File: config.mk
export PLATFORM = sky130hd
export DESIGN_NAME = preamble_tx
export DESIGN_NICKNAME = d
export VERILOG_FILES = /design/src/rtl/preamble_tx_pkg.sv /design/src/rtl/preamble_coef_regs.sv /design/src/rtl/preamble_tx.sv
export SDC_FILE = /design/constraint.sdc
export NUM_CORES = 1
export LEC_CHECK = 0
export BUFFER_PORTS_ARGS = -buffer_cell sky130_fd_sc_hd__buf_4
export CAP_MARGIN = 10
export CORE_ASPECT_RATIO = 1.25
export CORE_MARGIN = 2
export CORE_UTILIZATION = 25
export DETAILED_ROUTE_END_ITERATION = 12
export PLACE_DENSITY = 0.42
export SLEW_MARGIN = 20
export SYNTH_ARGS = -nofsm -noshare
export SYNTH_HDL_FRONTEND = slang
export SYNTH_SLANG_ARGS = --single-unit
File: constraint.sdc
create_clock -name clk -period 25.9 [get_ports clk]
set_input_delay 5.18 -clock clk [delete_from_list [all_inputs] [get_ports clk]]
set_output_delay 5.18 -clock clk [all_outputs]
set_load 0.005 [all_outputs]
File: src/rtl/preamble_tx_pkg.sv
// Shared definitions for the preamble transmitter and the receive matched filter:
// coefficient geometry, chip/pass counter widths and the transmitter FSM encoding.
package preamble_tx_pkg;

  localparam int NUM_WORDS      = 7;
  localparam int CHIPS_PER_WORD = 16;
  localparam int WORD_W         = 32;
  localparam int CSTATE_W       = 3;   // cstate = word index + 1, 0 = no target
  localparam int WORD_IDX_W     = 3;   // enough to address NUM_WORDS words
  localparam int CHIP_IDX_W     = 7;   // chip index within one pass
  localparam int PASS_W         = 4;   // remaining extra passes

  typedef enum logic [1:0] {
    ST_IDLE  = 2'd0,
    ST_ARMED = 2'd1,
    ST_SEND  = 2'd2,
    ST_DONE  = 2'd3
  } tx_state_t;

  // A set coefficient bit maps to +amp, a clear bit to -amp.
  function automatic logic signed [15:0] chip_level(input logic bit_val,
                                                    input logic signed [15:0] amp);
    return bit_val ? amp : -amp;
  endfunction

endpackage

File: src/rtl/preamble_coef_regs.sv
// Coefficient register file: NUM_WORDS x 32-bit words written through the
// cstate/cwrite/cdata port while the transmitter is idle, read combinationally.
module preamble_coef_regs
  import preamble_tx_pkg::*;
(
  input  logic                  clk,
  input  logic                  reset,
  input  logic [WORD_W-1:0]     cdata,
  input  logic [CSTATE_W-1:0]   cstate,
  input  logic                  cwrite,
  input  logic                  busy,
  input  logic [WORD_IDX_W-1:0] rd_idx,
  output logic [WORD_W-1:0]     rd_word
);

  logic [NUM_WORDS-1:0][WORD_W-1:0] word_bus;

  genvar gi;
  generate
    for (gi = 0; gi < NUM_WORDS; gi++) begin : g_word
      logic [WORD_W-1:0] word_reg;
      logic              wr_hit;

      // cstate is 1-based so that 0 can mean "no target"; writes are frozen while busy
      assign wr_hit = cwrite && !busy && (cstate == CSTATE_W'(gi + 1));

      // Per-word storage, cleared by reset
      always_ff @(posedge clk or posedge reset) begin
        if (reset)
          word_reg <= '0;
        else if (wr_hit)
          word_reg <= cdata;
      end

      assign word_bus[gi] = word_reg;
    end
  endgenerate

  // Combinational read; indices past the last word read as zero
  always_comb begin
    rd_word = '0;
    if (rd_idx < WORD_IDX_W'(NUM_WORDS))
      rd_word = word_bus[rd_idx];
  end

endmodule

File: src/rtl/preamble_tx.sv
// Preamble transmitter: emits the loaded chip sequence as +/-AMP QPSK chips,
// one chip per txstrobe, repeated repeat_n+1 times, then pulses done.
module preamble_tx
  import preamble_tx_pkg::*;
#(
  parameter int                 SEQ_LEN = 112,
  parameter logic signed [15:0] AMP     = 16'sd8192
) (
  input  logic                     clk,
  input  logic                     reset,
  input  logic [WORD_W-1:0]        cdata,
  input  logic [CSTATE_W-1:0]      cstate,
  input  logic                     cwrite,
  input  logic                     start,
  input  logic [PASS_W-1:0]        repeat_n,
  input  logic                     txstrobe,
  output logic signed [15:0]       tx_i,
  output logic signed [15:0]       tx_q,
  output logic                     tx_valid,
  output logic                     busy,
  output logic                     done
);

  localparam logic [CHIP_IDX_W-1:0] LAST_CHIP = CHIP_IDX_W'(SEQ_LEN - 1);

  tx_state_t                 state_reg, state_next;
  logic [CHIP_IDX_W-1:0]     chip_reg, chip_next;
  logic [PASS_W-1:0]         pass_reg, pass_next;
  logic signed [15:0]        tx_i_reg, tx_i_next;
  logic signed [15:0]        tx_q_reg, tx_q_next;
  logic                      tx_valid_reg, tx_valid_next;
  logic                      busy_reg, busy_next;
  logic                      done_reg, done_next;

  logic [WORD_W-1:0]         cur_word;
  logic [15:0]               word_hi;
  logic [15:0]               word_lo;
  logic [3:0]                bit_sel;

  preamble_coef_regs u_coef (
    .clk     (clk),
    .reset   (reset),
    .cdata   (cdata),
    .cstate  (cstate),
    .cwrite  (cwrite),
    .busy    (busy_reg),
    .rd_idx  (chip_reg[CHIP_IDX_W-1:4]),
    .rd_word (cur_word)
  );

  // Chip k uses bit 15-(k%16) of each half-word, so the first chip is the MSB
  assign word_hi = cur_word[31:16];
  assign word_lo = cur_word[15:0];
  assign bit_sel = ~chip_reg[3:0];

  // State, counters and output registers
  always_ff @(posedge clk or posedge reset) begin
    if (reset) begin
      state_reg    <= ST_IDLE;
      chip_reg     <= '0;
      pass_reg     <= '0;
      tx_i_reg     <= '0;
      tx_q_reg     <= '0;
      tx_valid_reg <= 1'b0;
      busy_reg     <= 1'b0;
      done_reg     <= 1'b0;
    end else begin
      state_reg    <= state_next;
      chip_reg     <= chip_next;
      pass_reg     <= pass_next;
      tx_i_reg     <= tx_i_next;
      tx_q_reg     <= tx_q_next;
      tx_valid_reg <= tx_valid_next;
      busy_reg     <= busy_next;
      done_reg     <= done_next;
    end
  end

  // Next-state logic; ARMED and SEND share the emit path so chip 0 goes out on the
  // first strobe after start, and pass boundaries roll over without a gap
  always_comb begin
    state_next    = state_reg;
    chip_next     = chip_reg;
    pass_next     = pass_reg;
    tx_i_next     = tx_i_reg;
    tx_q_next     = tx_q_reg;
    tx_valid_next = 1'b0;
    busy_next     = busy_reg;
    done_next     = 1'b0;
    case (state_reg)
      ST_IDLE: begin
        if (start) begin
          pass_next  = repeat_n;
          chip_next  = '0;
          busy_next  = 1'b1;
          state_next = ST_ARMED;
        end
      end
      ST_ARMED, ST_SEND: begin
        if (txstrobe) begin
          tx_i_next     = chip_level(word_hi[bit_sel], AMP);
          tx_q_next     = chip_level(word_lo[bit_sel], AMP);
          tx_valid_next = 1'b1;
          if (chip_reg == LAST_CHIP) begin
            chip_next = '0;
            if (pass_reg != '0) begin
              pass_next  = pass_reg - PASS_W'(1);
              state_next = ST_SEND;
            end else begin
              state_next = ST_DONE;
            end
          end else begin
            chip_next  = chip_reg + CHIP_IDX_W'(1);
            state_next = ST_SEND;
          end
        end
      end
      ST_DONE: begin
        done_next  = 1'b1;
        busy_next  = 1'b0;
        tx_i_next  = '0;
        tx_q_next  = '0;
        state_next = ST_IDLE;
      end
      default: state_next = ST_IDLE;
    endcase
  end

  assign tx_i     = tx_i_reg;
  assign tx_q     = tx_q_reg;
  assign tx_valid = tx_valid_reg;
  assign busy     = busy_reg;
  assign done     = done_reg;

endmodule

==> results.yml, run 1 <==
worst_setup_path:
  critPathMaxFanout: 38
  crit_type: "primary input to register"
  r2r_cells: 7
  start_kind: "primary input"
  arrival_ns: 6.94
  cp-end-kind: "register"
  required_ns: 26.33
min_path:
  hold_path.class: "register to register"
  hold_depth: 1
clock_network:
  postCtsSetupRepairBufs: 0
  hold_buffers: 0
  cts_tree: "built"
  htree_levels: 1
  clk_pin_slew_worst_paths_ns: 0.06
  clkLatencyLatePin_ns: 0.55
  ctsLongestPathBuffers: 3
  cts_sinks: 243
  cts_made_buffers: 28
  ctsResizeCount: 0
  clock-root-buffer: "clkbuf_16"
timing:
  fin_crit_ns: 6.514
  rsz0062_at_grt: "no"
  relSlewSlack: 0.3220
  hold_slack_ns: 0.4962
  finalSetupViolCount: 0
  skew_ns: 0.01550
  finalHoldViolations: 0
  slew_violations: 0
  fin_crit_sh: 0.2515
  setup_tns_ns: 0
  fmax_mhz: 153.5
  worst_pin_slew_ns: 1.017
floorplanning:
  die_area_sq_um: 48270
  die_height_microns: 245.1
  start_util: 0.2527
  pin_count: 79
  die_w_microns: 196.9
  core_area_sq_um: 46020
  row_count: 88
global_route:
  grt-ovfl-total: 0
  grt_pass1_wl_microns: 47720
  antenna_found_initial: 0
  grt_pass1_vias: 7637
  track_usage: 0.1277
  grt_start_max_net_pins: 127
synthesis:
  synth_edf_count: 0
  async_flop_share: 1.000
  synth_top_area_share: 0.5229
  synth_area_leaders: "dfrtp_1, mux2_2, mux4_2, mux2i_1, buf_4"
  ys.warnings.count: 0
  netlist_instances: 863
  synth_top_area_cell: "dfrtp_1"
  yosysMostFrequentCell: "dfrtp_1"
  ys_ff_latch: 243
  yosys.cell_types.count: 51
  yosys-top-cells-count: "dfrtp_1, mux2_2, buf_4, mux2i_1, nand2_1"
  synth.avg_cell_area_sq_um: 13.47
  syn_area_sq_um: 11630
  synth-main-ff-cell: "dfrtp_1"
  yosysSeqAreaShare: 0.5229
power:
  power.density_nw_per_um2: 108.2
  ir_drop_mv: 0.04780
  power.static_leakage_nw: 5.482
flow_run:
  cap_violations: 0
cells_and_area:
  final_util: 0.2895
  diodes: 0
  drive_above_1_share: 0.4042
  largest_reg_flops: 224
  area_growth_pct: 14.59
  multiInputGateArea_sq_um: 5090
  seq_area_sq_um: 6087
  final_nets: 947
  final.fill_count: 4666
placed_design:
  gp_congestion: 0.6826
  io_buffers: 52
  hpwl_microns: 18420
routing:
  dr.first_iter.drc_count: 257
  firstDrtPassIters: 4
  antenna_left: 0
  drt-total-wl_microns: 30080
  viasPerCell: 4.724
  wire_per_inst_microns: 20.08
  drc_errors: 0
  num_vias: 7077
status:
  status: "finished clean"
[path summary, 6_finish.rpt]
kind	from	to	slack, ns
max in group asynchronous	reset	u_coef.g_word[6].word_reg[30]	19.66
min	u_coef.g_word[1].word_reg[27]	u_coef.g_word[1].word_reg[27]	0.50
min in group asynchronous	reset	u_coef.g_word[1].word_reg[31]	4.80
max reg2reg	chip_reg[5]	tx_i[14]	22.39
max	cstate[0]	u_coef.g_word[5].word_reg[25]	19.39
min reg2reg	u_coef.g_word[1].word_reg[27]	u_coef.g_word[1].word_reg[27]	0.50
[critical path, stage by stage]
cell,delay (ns)
buf_4,0.11
nor3b_1,0.29
and3_2,0.92
mux2_2,0.41
[through the flow]
step | power, mW | instances | instance area [sq um] | setup slack (ns)
6_report | 1.442 | 1498 | 13330 | 19.39
3_3_place_gp | 1.067 | 1453 | 12470 | 18.87
2_1_floorplan | 0.9621 | 888 | 11720 | 14.05
4_1_cts | 1.465 | 1498 | 13330 | 19.37
3_5_place_dp | 1.081 | 1453 | 12470 | 18.82
5_1_grt | 1.539 | 1498 | 13330 | 19.28
[per-layer routing]
metal / vias to the layer above / track usage / part of all wire
met4: 0 / 0.03428 / 0.017
met2: 133 / 0.2229 / 0.50
met1: 3707 / 0.1656 / 0.45
met3: 29 / 0.01731 / 0.039
li1: 3208 / - / -
met5: - / 0 / 0
[layout make-up]
type / instances / share of cell area
flip-flops and latches: 243 / 0.4568
multi-input cells: 542 / 0.3820
clock buffers: 42 / 0.06263
well taps: 585 / 0.05493
repair buffers: 65 / 0.03662
inverters: 18 / 0.005634
clock inverters: 3 / 0.001408
[placed cells by master (no fill, tap or decap), types with 17 or more instances in the layout]
cell type / instances
inv_1: 17
clkbuf_16: 29
dfrtp_1: 240
o21ai_0: 29
mux4_2: 25
nor2_1: 19
mux2i_1: 37
mux2_2: 230
conb_1: 26
nand2_1: 34
buf_4: 65
[cells by family (layout without fill, tap and decap cells)]
logic type               after synthesis  count (layout)  synth area share
buffers and inverters                103             128           0.04917
AND/OR/NAND/NOR                      105             105           0.04530
AO/OA/AOI/OAI                        109             109           0.06542
multiplexers                         296             296            0.3107
adder cells (fa/ha/maj)                5               5          0.005380
XOR/XNOR                               1               1         0.0007533
other                                  1              26         0.0003225
flip-flops                           243             243            0.5229
[report_power, final]
group          switching [mW]  internal [mW]  leakage (nW)  total, mW
clock network           0.158          0.219         0.421      0.377
registers              0.0963          0.562          2.97      0.659
logic                   0.171          0.236          2.09      0.407
total                   0.424           1.02          5.48       1.44
Power figures use the tool's default switching activity.
==> run 2: changes to the inputs <==
PLACE_DENSITY = 0.43   (was 0.42)
clock period = 5.8 ns   (was 25.9 ns; I/O delays follow)
==> results.yml, run 2 (synthesis results as in run 1) <==
status:
  status: "finished clean"
clock_network:
  cts_made_buffers: 28
  hold_buffers: 0
  clkLatencyLatePin_ns: 0.55
  htree_levels: 1
  clock-root-buffer: "clkbuf_16"
  postCtsSetupRepairBufs: 0
  cts_tree: "built"
  ctsResizeCount: 0
  ctsLongestPathBuffers: 3
  cts_sinks: 243
  clk_pin_slew_worst_paths_ns: 0.06
cells_and_area:
  final_cells: 1502
  seq_area_sq_um: 6087
  multiInputGateArea_sq_um: 5090
  diodes: 0
  largest_reg_flops: 224
  final_nets: 948
  final_util: 0.2921
  final_common_cell: "dfrtp_1"
  area_growth_pct: 15.59
  final_cell_mix: "dfrtp_1, mux2_2, buf_4"
  final.fill_count: 4672
  drive_above_1_share: 0.4111
global_route:
  grt_pass1_vias: 7548
  grt_pass1_wl_microns: 47360
  grt-ovfl-total: 0
  grt_start_max_net_pins: 121
  track_usage: 0.1267
  antenna_found_initial: 0
power:
  ir_drop_mv: 0.1936
  power.density_nw_per_um2: 489.8
  power.static_leakage_nw: 5.540
worst_setup_path:
  arrival_ns: 3.51
  r2r_cells: 7
  cp-end-kind: "register"
  crit_type: "register to register"
  start_kind: "register"
  required_ns: 6.23
  critPathMaxFanout: 46
timing:
  rsz0062_at_grt: "no"
  relSlewSlack: 0.3430
  worst_pin_slew_ns: 0.9856
  setup_tns_ns: 0
  fin_crit_ns: 3.084
  fin_crit_sh: 0.5317
  finalHoldViolations: 0
  slew_violations: 0
  skew_ns: 0.01084
  fmax_mhz: 324.3
  finalSetupViolCount: 0
routing:
  drc_errors: 0
  drt-total-wl_microns: 29910
  antenna_left: 0
  wire_per_inst_microns: 19.91
  num_vias: 7147
  dr.first_iter.drc_count: 299
  firstDrtPassIters: 4
  viasPerCell: 4.758
placed_design:
  gp_congestion: 0.7322
  dp.cells: 1453
  io_buffers: 52
  hpwl_microns: 18270
min_path:
  hold_path.class: "register to register"
  hold_depth: 1
floorplanning:
  die_w_microns: 196.9
  pin_count: 79
  row_count: 88
  die_height_microns: 245.1
  die_area_sq_um: 48270
  core_area_sq_um: 46020
  start_util: 0.2527
flow_run:
  cap_violations: 0
run 2: cell types whose count changed in the layout (fill, tap and decap cells not counted), moves of 2 or more:
cell,previous run,this run
clkbuf_8,6,8
clkbuf_1,7,3
bufinv_16,0,2
buf_4,65,63
buf_12,0,2
clkinv_2,2,6
run 2: final cells by class:
type,count,area share
flip-flops and latches,243,0.4529
inverters,18,0.005306
well taps,585,0.05445
multi-input cells,542,0.3787
clock buffers,40,0.06302
repair buffers,66,0.03900
clock inverters,8,0.006702
run 2: where the power goes:
group,leakage (nW),total [mW],internal (mW),switching [mW]
Clock,0.470,1.80,1.09,0.712
Combinational,2.10,1.84,1.06,0.783
Sequential,2.97,2.94,2.51,0.426
run 2: routing by layer:
metal / track usage / share of wire / vias to the layer above
li1: - / - / 3200
met1: 0.1680 / 0.45 / 3784
met2: 0.2173 / 0.49 / 125
met3: 0.01553 / 0.032 / 38
met4: 0.03516 / 0.021 / 0
met5: 0 / 0 / -
run 2: through the flow:
step           setup slack, ns  power, mW  cell area, sq um  hold slack [ns]
3_5_place_dp             2.303      4.845             12490           0.4775
5_1_grt                  2.474      7.015             13440           0.5072
3_3_place_gp             2.369      4.787             12490           0.4739
6_report                 2.716      6.584             13440           0.4849
4_1_cts                  2.636      6.682             13430           0.4906
2_1_floorplan            1.450      4.297             11730           0.4558
run 2: final timing paths:
check,startpoint,to,slack (ns)
max in group asynchronous,reset,u_coef.g_word[0].word_reg[24],3.96
worst min register to register,u_coef.g_word[0].word_reg[24],u_coef.g_word[0].word_reg[24],0.48
worst max register to register,chip_reg[5],tx_q[14],2.72
worst max-delay path,chip_reg[5],tx_q[14],2.72
worst min-delay path,u_coef.g_word[0].word_reg[24],u_coef.g_word[0].word_reg[24],0.48
min in group asynchronous,reset,pass_reg[2],0.73
run 2: critical path, cell delays in order (launching register included):
cell and delay, ns:
dfrtp_4 0.79, buf_4 0.71, mux4_2 0.33, nor2b_1 0.13, a211oi_1 0.07, a311oi_1 0.41
a31oi_1 0.14, or3_1 0.35
==> run 3: changes to the inputs <==
clock period = 2.5 ns   (was 5.8 ns; I/O delays follow)
==> results.yml, run 3 (synthesis results as in run 1) <==
cells_and_area:
  finish.instance_area_sq_um: 13830
  area_growth_pct: 18.97
  drive_above_1_share: 0.4344
  final_cell_mix: "dfrtp_1, mux2_2, buf_4"
  final_nets: 982
  largest_reg_flops: 224
  diodes: 0
  final_cells: 1538
  final_common_cell: "dfrtp_1"
floorplanning:
  start_util: 0.2527
  pin_count: 79
  core_area_sq_um: 46020
  die_height_microns: 245.1
  row_count: 88
  die_area_sq_um: 48270
  die_w_microns: 196.9
routing:
  firstDrtPassIters: 4
  drt-total-wl_microns: 30730
  antenna_left: 0
  viasPerCell: 4.677
  dr.first_iter.drc_count: 337
  wire_per_inst_microns: 19.98
  drc_errors: 0
  num_vias: 7193
global_route:
  grt_start_max_net_pins: 75
  grt-ovfl-total: 0
  grt_pass1_vias: 7755
  grt_pass1_wl_microns: 48110
  antenna_found_initial: 0
  track_usage: 0.1291
worst_setup_path:
  arrival_ns: 2.74
  required_ns: 2.94
  critPathMaxFanout: 24
  crit_top_cell: "a21oi_1"
  crit_type: "register to register"
  max_stage_delay_ns: 0.48
  cp_cell_sequence: "buf_12 > ha_1 > nand4_1 > or3_1 > a21oi_1 > nand3_1 > o21ai_0 > a21oi_1"
  r2r-start: "chip_reg[0]"
  r2r_cells: 8
  timing.rr.end: "pass_reg[3]"
  start_kind: "register"
  crit_slowest_cell: "or3_1"
  cp-end-kind: "register"
  cp_top_family: "simple AND/OR/NAND/NOR gates"
  path_buf_inv: 1
  r2r_setup_slack_ns: 0.19
placed_design:
  io_buffers: 52
  hpwl_microns: 20120
  dp_slack_ns: 0.1332
  gp_congestion: 0.7729
  dp.cells: 1486
  dpl-instance-area_sq_um: 12890
clock_network:
  ctsLongestPathBuffers: 3
  cts_tree: "built"
  cts_sinks: 243
  htree_levels: 1
  postCtsSetupRepairBufs: 0
  cts_made_buffers: 29
  clkLatencyLatePin_ns: 0.56
  clock-root-buffer: "clkbuf_16"
  ctsResizeCount: 0
  clk_pin_slew_worst_paths_ns: 0.06
min_path:
  hp-start: "repeat_n[2]"
  hold_depth: 3
  hold_path.class: "primary input to register"
  whs_endpoint: "pass_reg[2]"
timing:
  fin_ws_ns: 0.1948
  skew_ns: 0.02458
  fmax_mhz: 433.8
  fin_crit_sh: 0.9221
  slew_violations: 0
  relSlewSlack: 0.6553
  rsz0062_at_grt: "no"
  worst_pin_slew_ns: 0.5170
  finalSetupViolCount: 0
  fin_crit_ns: 2.305
  finalHoldViolations: 0
flow_run:
  cap_violations: 0
power:
  power.static_leakage_nw: 5.744
  ir_drop_mv: 0.5378
  power_mw: 15.48
  power.density_nw_per_um2: 1119
status:
  status: "finished clean"
[run 3: routing by layer]
layer / vias to the layer above / GRT usage / part of all wire
met5: - / 0 / 0
met4: 0 / 0.04467 / 0.028
met3: 51 / 0.01621 / 0.037
met2: 147 / 0.2179 / 0.49
met1: 3716 / 0.1703 / 0.45
li1: 3279 / - / -
[run 3: what timing repair did]
| action | 4_1_cts | 5_1_grt |
|---|---|---|
| hold buffers | 1 | 0 |
| setup endpoints to repair | 0 | 1 |
| hold endpoints to repair | 9 | 0 |
[run 3: power breakdown]
part	switching (mW)	internal [mW]
clock	1.70	2.42
sequential	1.03	5.83
combinational	1.91	2.59
total	4.64	10.8
[run 3: area by class of cell]
cell class	instances	area [sq um]
clock buffer	37	825.8
clock inverter	14	107.6
fill	4658	32190
inverter	18	71.32
multi-input combinational	542	5090
sequential	243	6087
tap	585	732.0
timing repair buffer	99	920.9
[run 3: stage by stage]
stage | util | hold slack, ns | setup TNS, ns
after floorplan | - | 0.4558 | -289.12
after global placement | 0.2801 | 0.4826 | 0
after detailed placement | 0.2801 | 0.4873 | 0
after CTS | 0.3006 | 0.1618 | 0
after global routing | 0.3006 | 0.1984 | 0
final | 0.3006 | 0.1907 | 0
[run 3: how the worst max path moves through the flow]
stage                start           to  slack [ns]  cells after the start
2_1_floorplan        reset         busy       -1.19                      1
3_3_place_gp   chip_reg[0]  pass_reg[3]        0.17                      8
3_5_place_dp   chip_reg[0]  pass_reg[2]        0.13                      7
4_1_cts        chip_reg[0]  pass_reg[3]        0.15                      8
5_1_grt        chip_reg[0]  pass_reg[3]       0.002                      8
6_report       chip_reg[0]  pass_reg[3]        0.19                      8
[run 3: worst reg2reg max path: stages, from the launching register on]
cell and delay, ns:
dfrtp_2 0.45, buf_12 0.21, ha_1 0.25, nand4_1 0.27, or3_1 0.48, a21oi_1 0.28
nand3_1 0.10, o21ai_0 0.08, a21oi_1 0.08
